==> src/rtl/led_stat.sv <==
// led_stat: statistics counters and LED display bank for a small CPU core.
// Counts run cycles, jumps, conditional branches and taken branches, all
// saturating, and shows any of them (or the PC / address switches) one
// LED_W-wide page at a time on a registered LED bank. A heartbeat divider
// drives led_run; led_sat latches once any counter has pinned at all-ones.
// CNT_W/LED_W must be 1, 2 or 4 and ADDR_W must not exceed CNT_W.
module led_stat #(
  parameter int CNT_W  = 32,
  parameter int LED_W  = 16,
  parameter int ADDR_W = 12,
  parameter int HB_W   = 24
) (
  input  logic              clk,
  input  logic              reset,
  input  logic              disp_en,
  input  logic [2:0]        sel,
  input  logic [1:0]        page,
  input  logic [ADDR_W-1:0] in_addr,
  input  logic [CNT_W-1:0]  pc_in,
  input  logic              halted,
  input  logic              ev_jmp,
  input  logic              ev_cond,
  input  logic              ev_taken,
  input  logic              clr,
  output logic [LED_W-1:0]  leds,
  output logic              led_run,
  output logic              led_sat
);

  localparam int RATIO = CNT_W / LED_W;
  localparam logic [CNT_W-1:0] ALL_ONES = '1;

  logic [CNT_W-1:0] cyc_q, cyc_d;
  logic [CNT_W-1:0] jmp_q, jmp_d;
  logic [CNT_W-1:0] cnd_q, cnd_d;
  logic [CNT_W-1:0] tkn_q, tkn_d;
  logic             sat_q, sat_d;
  logic [HB_W-1:0]  hb_q, hb_d;
  logic             led_run_q, led_run_d;
  logic [LED_W-1:0] leds_q, leds_d;

  logic [CNT_W-1:0] disp_val;
  logic [LED_W-1:0] disp_slice;
  int               page_idx;

  // Saturating increment: a counter that has reached all-ones stays there.
  function automatic logic [CNT_W-1:0] sat_inc(input logic [CNT_W-1:0] v,
                                               input logic en);
    if (en && (v != ALL_ONES)) begin
      return v + CNT_W'(1);
    end
    return v;
  endfunction

  // Pick the display source, then the page-sized slice of it.
  always_comb begin
    disp_val = ALL_ONES;
    case (sel)
      3'b000:  disp_val = CNT_W'(in_addr);
      3'b001:  disp_val = pc_in;
      3'b010:  disp_val = cyc_q;
      3'b011:  disp_val = jmp_q;
      3'b100:  disp_val = tkn_q;
      3'b101:  disp_val = cnd_q;
      3'b110:  disp_val = cnd_q - tkn_q;
      default: disp_val = ALL_ONES;
    endcase
    page_idx   = int'(page) % RATIO;
    disp_slice = disp_val[LED_W-1:0];
    for (int i = 0; i < RATIO; i++) begin
      if (page_idx == i) begin
        disp_slice = disp_val[i*LED_W +: LED_W];
      end
    end
  end

  // Next-state for counters, sticky saturation flag, heartbeat and LEDs.
  always_comb begin
    cyc_d = sat_inc(cyc_q, !halted);
    jmp_d = sat_inc(jmp_q, ev_jmp);
    cnd_d = sat_inc(cnd_q, ev_cond);
    tkn_d = sat_inc(tkn_q, ev_cond && ev_taken);
    sat_d = sat_q || (cyc_q == ALL_ONES) || (jmp_q == ALL_ONES) ||
            (cnd_q == ALL_ONES) || (tkn_q == ALL_ONES);
    if (clr) begin
      cyc_d = '0;
      jmp_d = '0;
      cnd_d = '0;
      tkn_d = '0;
      sat_d = 1'b0;
    end
    hb_d      = hb_q + HB_W'(1);
    led_run_d = halted ? 1'b1 : hb_d[HB_W-1];
    leds_d    = disp_en ? disp_slice : leds_q;
  end

  // State registers with synchronous active-low reset.
  always_ff @(posedge clk) begin
    if (!reset) begin
      cyc_q     <= '0;
      jmp_q     <= '0;
      cnd_q     <= '0;
      tkn_q     <= '0;
      sat_q     <= 1'b0;
      hb_q      <= '0;
      led_run_q <= 1'b0;
      leds_q    <= '0;
    end else begin
      cyc_q     <= cyc_d;
      jmp_q     <= jmp_d;
      cnd_q     <= cnd_d;
      tkn_q     <= tkn_d;
      sat_q     <= sat_d;
      hb_q      <= hb_d;
      led_run_q <= led_run_d;
      leds_q    <= leds_d;
    end
  end

  assign leds    = leds_q;
  assign led_run = led_run_q;
  assign led_sat = sat_q;

endmodule

==> config.mk <==
export PLATFORM = sky130hd
export DESIGN_NAME = led_stat
export DESIGN_NICKNAME = d
export VERILOG_FILES = /design/src/rtl/led_stat.sv
export SDC_FILE = /design/constraint.sdc
export NUM_CORES = 1
export LEC_CHECK = 0
export ABC_AREA = 1
export ABC_CLOCK_PERIOD_IN_PS = 3140
export BUFFER_PORTS_ARGS = -buffer_cell sky130_fd_sc_hd__buf_2
export CORE_MARGIN = 2
export CORE_UTILIZATION = 30
export CTS_CLUSTER_SIZE = 12
export DETAILED_ROUTE_END_ITERATION = 12
export PLACE_DENSITY_LB_ADDON = 0.15
export SYNTH_ARGS = -nofsm -noshare
export SYNTH_HDL_FRONTEND = slang
export SYNTH_SLANG_ARGS = --single-unit
==> constraint.sdc <==
create_clock -name clk -period 3.14 [get_ports clk]
set_input_delay 0.785 -clock clk [delete_from_list [all_inputs] [get_ports clk]]
set_output_delay 0.785 -clock clk [all_outputs]
set_load 0.1 [all_outputs]
==> flow_summary.toml <==
[run_status]
status = "finished clean"

[final_layout]
design_area_mm2 = 0.0148
mostFrequentLayoutCell = "nand2_1"
final_cells = 2828
area_growth_pct = 13.6
utilization_pct = 34.4
layout_common_cells = "675 x nand2_1, 290 x inv_1, 180 x nor2_1, 180 x a21oi_1, 170 x dfxtp_1"
finalNetCount = 2325
drive_above_1_share_pct = 9.90
antenna-diode-count = 0

[routing]
drc = 0
dr.first_iter.drc_count = 1025
firstDrtPassIters = 6
vias = 14262
postRouteAntennaNets = 0
via_per_inst = 5.04
routed_wl_mm = 53.9
wl_per_cell_um = 19.1

[power_and_ir_drop]
p_switching_mw = 1.48
seq_power_share_pct = 44.1
leakage_nw = 5.88
vdd_drop_max_mv = 0.339
swShare_pct = 29.6
internal-power_mw = 3.51
p_clk_share_pct = 44.9
power_density_mw_per_mm2 = 338
combPwrFrac_pct = 11.1

[setup_path]
r2r_slack_ns = 0.42
worstPathArrival_ns = 3.15
crit_path_frequent_cell = "nand3_1"
required_ns = 3.56
crit_family = "simple AND/OR/NAND/NOR gates"
slowest_delay_ns = 0.41
crit_type = "register to register"
r2r_cells = 14
cp_num_buf_inv = 2
end_kind = "register"
worstSetupStartpointType = "register"
worst_path_max_delay_cell = "fa_1"
crit_chain = "inv_1, ha_1, fa_1, inv_1, nand3_1, nand3_1, nand2_1, nand3_1, nand3_1, nand3_1, nand3_1, nand2_1, nand2_1, a21oi_1"
r2r-start = "cnd_q[0]"
crit_fanout = 8
reg2reg_to = "leds[4]"

[placement]
dpl-instance-area_mm2 = 0.0142
dpl.hpwl_mm = 43.7
dp.cells = 2796
place_congestion = 0.960
portBuffers = 73

[logic_synthesis]
synth_edf_count = 0
yosysSeqAreaShare_pct = 26.1
synth_ff_type = "dfxtp_1"
async_flop_share_pct = 0
synth_cell_types = 59
syn_inst = 2149
syn_area_mm2 = 0.0130
ys_warn_count = 0
ys_ff_latch = 170
synth_nets = 2244
syn_area_per_cell_um2 = 6.06

[clocking]
hold_buffers = 0
cts_tree = "done"
cts_sinks = 170
clock_path_buffers = 2
htree_levels = 4
cts_root_buf = "clkbuf_16"
path_clk_slew_ns = 0.07
clkLatencyLatePin_ns = 0.49
post_cts.repair.setup_buffers = 0
cts.repair.resized = 0
cts_buffers = 17

[die]
core_mm2 = 0.0430
dieHeight_um = 212
start_util_pct = 30.3
dieArea_mm2 = 0.0451
rows = 76
num_io_pins = 75
die_w_um = 212

[hold_path]
whs_endpoint = "hb_q[20]"
hold_depth = 2
hold_path_class = "register to register"
hp-start = "hb_q[20]"

[timing]
worst_clock_skew_ns = 0.0124
rsz0062_at_grt = "false"
slew_viol_final = 0
setup_viol = 0
hold_violations = 0
tightest_slew_ns = 0.632
fin_crit_sh_pct = 86.7
layout_min_cycle_time_ns = 2.72
slew_headroom_pct = 57.8
fin_tns_setup_ns = 0
max_freq_mhz = 367

[grt]
gr-total-overflow = 0
grt_pass1_wl_mm = 81.1
antenna_found_initial = 1
track_usage_pct = 24.6
grt_max_degree = 39
grt_pass1_vias = 13413

[job]
maxCapViolations = 0
==> state kept, by name, indices dropped and copies added, names as in the netlist <==
| signal | cells |
|---|---|
| leds | 16 |
| cnd_q | 32 |
| cyc_q | 32 |
| led_run | 1 |
| hb_q | 24 |
| tkn_q | 32 |
| led_sat | 1 |
| jmp_q | 32 |
==> synth_stat cells (8+ instances only) <==
cell      count  share of area [%]
nand2_1     675                 19
nor3b_1      14               0.81
nor2_1      181                5.2
o21ai_0      80                3.1
nand4_1      40                1.9
inv_2        14               0.40
a21oi_1     180                6.9
xor2_1       60                4.0
a221oi_1      8               0.54
inv_1       290                8.4
a211oi_1     13               0.75
buf_2        14               0.54
nor3_1       80                3.1
clkbuf_1     28               0.81
o22ai_1      29                1.4
o21ai_1       8               0.31
ha_1         37                3.6
nor3_2       14                1.1
dfxtp_1     170                 26
nand3_1      94                3.6
nor4_1       17               0.82
==> worst reg2reg max path: stages, from the launching register on <==
cell,delay (ns)
dfxtp_1,0.36
inv_1,0.18
ha_1,0.27
fa_1,0.41
inv_1,0.14
nand3_1,0.08
nand3_1,0.20
nand2_1,0.09
nand3_1,0.17
nand3_1,0.13
nand3_1,0.09
nand3_1,0.22
nand2_1,0.13
nand2_1,0.05
a21oi_1,0.14
==> cell type report <==
class	instances	area, µm²
flip-flops and latches	170	3400
clock inverters	12	136
multi-input cells	1620	8200
fillers	4844	28200
well taps	585	732
clock buffers	20	447
inverters	308	1160
repair buffers	113	703
==> worst max-delay path by stage <==
| stage | from | end | slack, ns | depth (start not counted) |
|---|---|---|---|---|
| CTS | cnd_q[0] | leds[12] | 0.49 | 13 |
| global placement | sel[2] | leds[13] | 0.44 | 8 |
| finish | cnd_q[0] | leds[4] | 0.42 | 14 |
| detailed placement | sel[2] | leds[2] | 0.46 | 8 |
| global route | cnd_q[0] | leds[4] | 0.29 | 14 |
| floorplan | cnd_q[0] | leds[4] | 1.10 | 15 |
==> routing by layer <==
| metal | part of all wire, % | vias to the layer above | global-route usage (%) |
|---|---|---|---|
| met3 | 6.1 | 89 | 3.75 |
| li1 | - | 7145 | - |
| met5 | 0.033 | - | 0 |
| met2 | 45 | 429 | 39.1 |
| met1 | 44 | 6597 | 32.3 |
| met4 | 4.9 | 2 | 12.4 |
==> kinds of logic (layout without fill, tap and decap cells) <==
logic type | after synthesis | after routing | synth area share [%]
fa+ha+maj | 38 | 38 | 3.71
simple gates | 1172 | 1172 | 40.2
compound gates | 345 | 345 | 14.7
buf+inv | 359 | 453 | 10.9
flops | 170 | 170 | 26.1
xor+xnor | 65 | 65 | 4.37
==> stage by stage <==
step                worst slack (ns)  hold WS (ns)  power (mW)
floorplan                       1.10         0.430        2.58
global placement               0.438         0.447        2.80
detailed placement             0.457         0.455        2.80
CTS                            0.488         0.466        5.06
global route                   0.291         0.504        5.19
finish                         0.416         0.463        4.99
==> power by group through the flow <==
| stage | clock, mW | sequential (mW) | combinational (mW) |
|---|---|---|---|
| 4_1_cts | 2.31 | 2.20 | 0.552 |
| 3_5_place_dp | 0 | 2.25 | 0.549 |
| 2_1_floorplan | 0 | 2.35 | 0.237 |
| 3_3_place_gp | 0 | 2.25 | 0.549 |
| 6_report | 2.24 | 2.20 | 0.552 |
| 5_1_grt | 2.39 | 2.20 | 0.595 |
No activity file was read; power rests on OpenSTA's default activity.
